`src/rtl/lsl8_seq_if.sv`:
```
// Handshake and result bundle for the iterative left shifter.
// The requester (master) drives start/operands; the shifter (slave) returns
// status and the registered result.
interface lsl8_seq_if #(
  parameter int WIDTH   = 8,
  parameter int SHAMT_W = 3
);
  logic               start;
  logic [WIDTH-1:0]   d_in;
  logic [SHAMT_W-1:0] shamt;
  logic               busy;
  logic               done;
  logic [WIDTH-1:0]   d_out;
  logic               carry;
  logic               zero;

  modport master (
    output start, d_in, shamt,
    input  busy, done, d_out, carry, zero
  );

  modport slave (
    input  start, d_in, shamt,
    output busy, done, d_out, carry, zero
  );
endinterface

```
`src/rtl/lsl8_seq.sv`:
```
// Iterative logical shift-left: one bit position per clock, start/done
// handshake. Latency is shamt+1 cycles from the accept edge; result,
// carry-out and zero flag hold until the next operation completes.
module lsl8_seq #(
  parameter int WIDTH   = 8,
  parameter int SHAMT_W = 3
) (
  input  logic          clk,
  input  logic          reset_n,
  lsl8_seq_if.slave     bus
);

  typedef enum logic [1:0] {
    IDLE  = 2'd0,
    SHIFT = 2'd1,
    DONE  = 2'd2
  } state_t;

  state_t             state;
  state_t             state_nxt;
  logic [WIDTH-1:0]   work;
  logic [SHAMT_W-1:0] cnt;
  logic [WIDTH-1:0]   d_out_r;
  logic               carry_r;

  // Single-position left shift, zero entering at the LSB.
  function automatic logic [WIDTH-1:0] shl1(input logic [WIDTH-1:0] v);
    return {v[WIDTH-2:0], 1'b0};
  endfunction

  // State register; reset aborts any operation in flight.
  always_ff @(posedge clk) begin
    if (!reset_n) state <= IDLE;
    else          state <= state_nxt;
  end

  // Next-state logic: a zero shift skips straight to DONE.
  always_comb begin
    state_nxt = state;
    unique case (state)
      IDLE: begin
        if (bus.start) begin
          if (bus.shamt == '0) state_nxt = DONE;
          else                 state_nxt = SHIFT;
        end
      end
      SHIFT: begin
        if (cnt == SHAMT_W'(1)) state_nxt = DONE;
      end
      DONE:    state_nxt = IDLE;
      default: state_nxt = IDLE;
    endcase
  end

  // Working register, countdown and result registers. The running carry is
  // simply work's MSB before each shift, so it is captured into carry_r on
  // the final shift rather than kept in a separate register.
  always_ff @(posedge clk) begin
    if (!reset_n) begin
      work    <= '0;
      cnt     <= '0;
      d_out_r <= '0;
      carry_r <= 1'b0;
    end else begin
      case (state)
        IDLE: begin
          if (bus.start) begin
            work <= bus.d_in;
            cnt  <= bus.shamt;
            if (bus.shamt == '0) begin
              d_out_r <= bus.d_in;
              carry_r <= 1'b0;
            end
          end
        end
        SHIFT: begin
          work <= shl1(work);
          cnt  <= cnt - SHAMT_W'(1);
          if (cnt == SHAMT_W'(1)) begin
            d_out_r <= shl1(work);
            carry_r <= work[WIDTH-1];
          end
        end
        default: ;
      endcase
    end
  end

  // Status outputs decode directly from state; zero tracks the held result.
  always_comb begin
    bus.busy  = (state == SHIFT) || (state == DONE);
    bus.done  = (state == DONE);
    bus.d_out = d_out_r;
    bus.carry = carry_r;
    bus.zero  = (d_out_r == '0);
  end

endmodule

```
`src/flat_wrapper.sv`:
```
// flat-port wrapper written by rule: the top's interface ports become plain ports
module lsl8_seq_flat 
#(
  parameter int WIDTH   = 8,
  parameter int SHAMT_W = 3
)
  (clk, reset_n, bus_start, bus_d_in, bus_shamt, bus_busy, bus_done, bus_d_out, bus_carry, bus_zero);
  lsl8_seq_if #(.WIDTH(WIDTH), .SHAMT_W(SHAMT_W)) bus_i ();
  input  logic clk;
  input  logic reset_n;
  input wire logic [$bits(bus_i.start)-1:0] bus_start;
  input wire logic [$bits(bus_i.d_in)-1:0] bus_d_in;
  input wire logic [$bits(bus_i.shamt)-1:0] bus_shamt;
  output wire logic [$bits(bus_i.busy)-1:0] bus_busy;
  output wire logic [$bits(bus_i.done)-1:0] bus_done;
  output wire logic [$bits(bus_i.d_out)-1:0] bus_d_out;
  output wire logic [$bits(bus_i.carry)-1:0] bus_carry;
  output wire logic [$bits(bus_i.zero)-1:0] bus_zero;
  assign bus_i.start = bus_start;
  assign bus_i.d_in = bus_d_in;
  assign bus_i.shamt = bus_shamt;
  assign bus_busy = bus_i.busy;
  assign bus_done = bus_i.done;
  assign bus_d_out = bus_i.d_out;
  assign bus_carry = bus_i.carry;
  assign bus_zero = bus_i.zero;
  lsl8_seq #(.WIDTH(WIDTH), .SHAMT_W(SHAMT_W)) u_core (.clk(clk), .reset_n(reset_n), .bus(bus_i));
endmodule
```
`config.mk`:
```
export PLATFORM = sky130hd
export DESIGN_NAME = lsl8_seq_flat
export DESIGN_NICKNAME = d
export VERILOG_FILES = /design/src/rtl/lsl8_seq_if.sv /design/src/rtl/lsl8_seq.sv /design/src/flat_wrapper.sv
export SDC_FILE = /design/constraint.sdc
export NUM_CORES = 1
export LEC_CHECK = 0
export CAP_MARGIN = 20
export CELL_PAD_IN_SITES_DETAIL_PLACEMENT = 1
export CELL_PAD_IN_SITES_GLOBAL_PLACEMENT = 1
export CORE_UTILIZATION = 45
export DETAILED_ROUTE_END_ITERATION = 16
export DONT_BUFFER_PORTS = 1
export PLACE_DENSITY_LB_ADDON = 0.12
export SKIP_CTS_REPAIR_TIMING = 1
export SYNTH_ARGS = -nofsm -noshare
export SYNTH_HDL_FRONTEND = slang
export SYNTH_SLANG_ARGS = --single-unit
export TNS_END_PERCENT = 20
```
`constraint.sdc`:
```
create_clock -name clk -period 2 [get_ports clk]
set_clock_uncertainty 0.05 [all_clocks]
set_input_delay 0.5 -clock clk [delete_from_list [all_inputs] [get_ports clk]]
set_output_delay 0.5 -clock clk [all_outputs]
set_load 0.02 [all_outputs]
```
; ---- Word-level counts from Yosys, hierarchy flattened
; Cells that the tools add are included.
[word_totals]
mem_count = 0
latch_bits = 0
in_bits = 14
register_bits = 22
wordCells = 36
romBits = 0
mem_bits_rw = 0
out_inout_bits = 12
[classes]
div = 0
n_eq_ne = 6
n_bitwise = 0
shifts = 0
multipliers = 0
n_reduce_logical = 8
add_sub_neg = 1
n_lt_le_gt_ge = 0
mux = 16
[ops]
columns = op, count
row1 = 2-to-1 mux 8 bit, 4
row2 = one-hot mux 8 bit (2 select lines), 2
row3 = logical NOT 8 bit, 1
row4 = 2-to-1 mux 2 bit, 3
row5 = one-hot mux 3 bit (2 select lines), 1
row6 = != test 2 x 1 -> 1 bit (second input constant), 2
row7 = one-hot mux 2 bit (2 select lines), 1
row8 = AND reduction 2 bit, 2
row9 = AND reduction 4 bit, 1
row10 = == test 3 x 1 -> 1 bit (second input constant), 1
row11 = logical NOT 3 bit, 1
row12 = 2-to-1 mux 1 bit, 3
row13 = 2-to-1 mux 3 bit, 1
row14 = subtractor 3 x 1 -> 3 bit (second input constant), 1
row15 = == test 2 x 1 -> 1 bit (second input constant), 1
row16 = == test 2 bit (second input constant), 1
row17 = logical NOT 2 bit, 1
row18 = != test 2 bit (second input constant), 1
row19 = one-hot mux 1 bit (2 select lines), 1
row20 = nonzero test 2 bit, 1
row21 = logical OR 1 bit, 1

; ---- Logic depth before layout (Yosys ltp)
[logic_depth]
ltp_word = 4
mapped_depth = 8
depth_no_buf = 6

; ---- Worst setup path after synthesis
; OpenSTA, ideal clock, no wires.
[synth_timing]
path_kind = reg-to-output
startpoint = register u_core.d_out_r[3], in the netlist u_core.bus.d_out[3]
endpoint = output bus_zero
path_stages_with_launch = 3
setup_slack_ns = 0.253
path_buffers = 0
arrival_ns = 1.197
cell_sequence = dfxtp_1 > or4_1 > nor2_1
[synth_via]
elab_chain_len = 1
[synth_rtl]
columns = item, line_no
row1 = from (decl), lsl8_seq.sv:23  ; logic [WIDTH-1:0] d_out_r;
row2 = from (signal assigned), lsl8_seq.sv:71  ; d_out_r <= bus.d_in;
row3 = from (signal assigned), lsl8_seq.sv:80  ; d_out_r <= shl1(work);
row4 = logical NOT 8 bit, lsl8_seq.sv:95  ; bus.zero = (d_out_r == '0);
row5 = to (decl), flat_wrapper.sv:18  ; output wire logic [$bits(bus_i.zero)-1:0] bus_zero;
; Every way passes these cells.

; ---- Final worst setup path
[layout_timing]
startpoint = register u_core.d_out_r[7], in the netlist u_core.bus.d_out[7]
endpoint = output bus_zero
; Same word-level chain as after synthesis.

==> summary.json <==
{
  "placement": {
    "preCtsSetupSlack_ps": 153.3,
    "portBuffers": 0,
    "postPlaceCellArea_sq_um": 1106,
    "globalplace.congestion": 0.7304,
    "placed_cells_incl_taps": 139,
    "hpwl_um": 1663
  },
  "routing": {
    "first_pass_iters": 3,
    "drt-total-wl_um": 2319,
    "num_vias": 800,
    "drcViolationCount": 0,
    "drt-vias-per-instance": 5.594,
    "drt.antenna.violating_nets": 0,
    "drt_iter0_drc": 12,
    "routed_wire_length_per_instance_um": 16.22
  },
  "sta": {
    "worstMarginPinSlew_ps": 345.8,
    "timing.final.hold_violations": 0,
    "setup_viol": 1,
    "slew-limit-headroom": 0.7629,
    "totalNegativeSetupSlack_ps": -29.38,
    "grt_setup_unrepaired": "true",
    "final_period_minus_worst_setup_slack_ps": 2029,
    "layout_worst_path_cycle_share": 1.015,
    "slew_violations": 0,
    "fin_ws_ps": -29.38,
    "max_clock_freq_ghz": 0.4928
  },
  "critical_path": {
    "worst_setup_path_start_kind": "flip-flop",
    "critical_path.endpoint_type": "output port",
    "critical_path_peak_fanout": 3,
    "startpoint_to_endpoint_class_of_the_critical_path": "reg2out",
    "cp.required_ps": 1450,
    "crit_arrival_ps": 1480
  },
  "die": {
    "die_width_um": 50.76,
    "floorplan.rows": 17,
    "initial_core_util": 0.4790,
    "core_sq_um": 2233,
    "ios": 26,
    "die_height_um": 50.76,
    "die-area_sq_um": 2576
  },
  "clock_tree": {
    "clk-insertion-delay-late_ps": 310,
    "clock_tree.root_cell": "sky130_fd_sc_hd__clkbuf_4",
    "clkTransAtPathRegs_ps": 130,
    "clkSinkCount": 22,
    "cts.htree.levels": 1,
    "tritoncts": "done",
    "max-clock-path-buffers": 2,
    "cts_buffers": 3
  },
  "logic_synthesis": {
    "synth_enable_flop_cells": 0,
    "synth-async-reset-ratio": 0,
    "synth.largest_area_cell": "sky130_fd_sc_hd__dfxtp_1",
    "synth-warning-count": 0,
    "yosys.cell_count.top_type": "sky130_fd_sc_hd__dfxtp_1",
    "ys.flop_type": "sky130_fd_sc_hd__dfxtp_1",
    "seq_area_frac_synth": 0.4117,
    "commonest_cells_post_synth": "sky130_fd_sc_hd__dfxtp_1, sky130_fd_sc_hd__nand2_1, sky130_fd_sc_hd__o211a_1",
    "syn_inst": 112,
    "synthDominantCellAreaShare": 0.4117,
    "synth.avg_cell_area_sq_um": 9.552,
    "synth.ff_latch_count": 22,
    "postSynthNetCount": 131,
    "ys_types": 27,
    "synth_top_cells_by_area": "sky130_fd_sc_hd__dfxtp_1, sky130_fd_sc_hd__o211a_1, sky130_fd_sc_hd__mux2i_1",
    "synthesis.area_sq_um": 1070
  },
  "global_routing": {
    "grt_use_total": 0.1985,
    "grt_first_pass_wirelength_um": 3698,
    "pin_count_of_the_biggest_net_entering_global_routing": 25,
    "grt_pass1_vias": 796,
    "grt_antenna_before_repair": 0,
    "gr-total-overflow": 0
  },
  "pwr": {
    "leakagePower_nw": 0.5782,
    "totalPowerFinal_w": 0.002060,
    "power_density_nw_per_um2": 1757,
    "max_ir_drop_vdd_uv": 1062
  },
  "flow_run": {
    "maxCapViolations": 0
  },
  "outcome": {
    "violations": "setup timing",
    "status": "complete, but fails checks"
  },
  "final_layout": {
    "stdcell_area_sq_um": 1172,
    "post_layout_nonfiller_instances": 143,
    "num-nets-final": 135,
    "final_layout_size_suffix_gt1_frac": 0.1391,
    "n_antenna_cell": 0,
    "syn_to_final_growth_pct": 9.590
  },
  "worst_hold_path": {
    "hold_class": "in2reg"
  }
}
## placed cells by master (no fill, tap or decap), types with 2 or more instances in the layout
master                     instances
sky130_fd_sc_hd__o21ai_0           6
sky130_fd_sc_hd__dfxtp_2           2
sky130_fd_sc_hd__mux2i_1           9
sky130_fd_sc_hd__dfxtp_1          18
sky130_fd_sc_hd__nand2_1          21
sky130_fd_sc_hd__a21oi_1           4
sky130_fd_sc_hd__clkbuf_4          3
sky130_fd_sc_hd__a21boi_0          2
sky130_fd_sc_hd__inv_1             5
sky130_fd_sc_hd__ha_1              5
sky130_fd_sc_hd__o211a_1          14
sky130_fd_sc_hd__nor2b_1           4
sky130_fd_sc_hd__dfxtp_4           2
sky130_fd_sc_hd__buf_4             5
## power by group
group	switching [W]	leakage, nW	internal [W]
clock network	0.000142	0.0279	0.000203
registers	0.000173	0.183	0.000607
logic	0.000525	0.367	0.000410
## area by class of cell
type | instances | area (sq um)
Multi-Input combinational cell | 79 | 578.1
Clock buffer | 3 | 22.52
Fill cell | 264 | 1061
Clock inverter | 1 | 30.03
Tap cell | 28 | 35.03
Timing Repair Buffer | 5 | 37.54
Inverter | 5 | 18.77
Sequential cell | 22 | 450.4
## critical path, stage by stage, from the launching register on
cell                      delay [ps]
sky130_fd_sc_hd__dfxtp_4         390
sky130_fd_sc_hd__or4_4           510
sky130_fd_sc_hd__nor2_1          120
sky130_fd_sc_hd__buf_4           140
## cells by family (layout without fill, tap and decap cells)
group	count (synthesis)	after routing	share of synthesized area
adder cells (fa/ha/maj)	5	5	0.05848
multiplexers	10	10	0.09474
flip-flops	22	22	0.4117
AND/OR/NAND/NOR	32	32	0.1357
AO/OA/AOI/OAI	32	32	0.2480
buffers and inverters	11	14	0.05147
## metrics by stage
stage                     utilization  hold WS, ps
final                          0.5249        251.3
after global routing           0.5249        225.0
after CTS                      0.5188        235.0
after detailed placement       0.4952        429.2
after global placement         0.4952        401.0
after floorplan                     -        390.6
## routing by layer
layer  GRT usage  part of all wire
met4     0.09722             0.013
met1      0.2430              0.47
met3     0.03939             0.030
met5           0                 0
met2      0.3289              0.49
## registers in the layout (all words and copies together), names as in the netlist
name              count
u_core.work           8
u_core.bus.carry      1
u_core.bus.d_out      8
u_core.state          2
u_core.cnt            3
## final timing paths
check,startpoint,to,slack (ps),cells after the start
worst max-delay path,u_core.bus.d_out[7],bus_zero,-30,3
worst max register to register,u_core.state[1],u_core.bus.d_out[5],140,7
worst min register to register,u_core.work[0],u_core.work[0],440,2
worst min-delay path,reset_n,u_core.bus.d_out[7],250,1
Power figures use the tool's default switching activity.
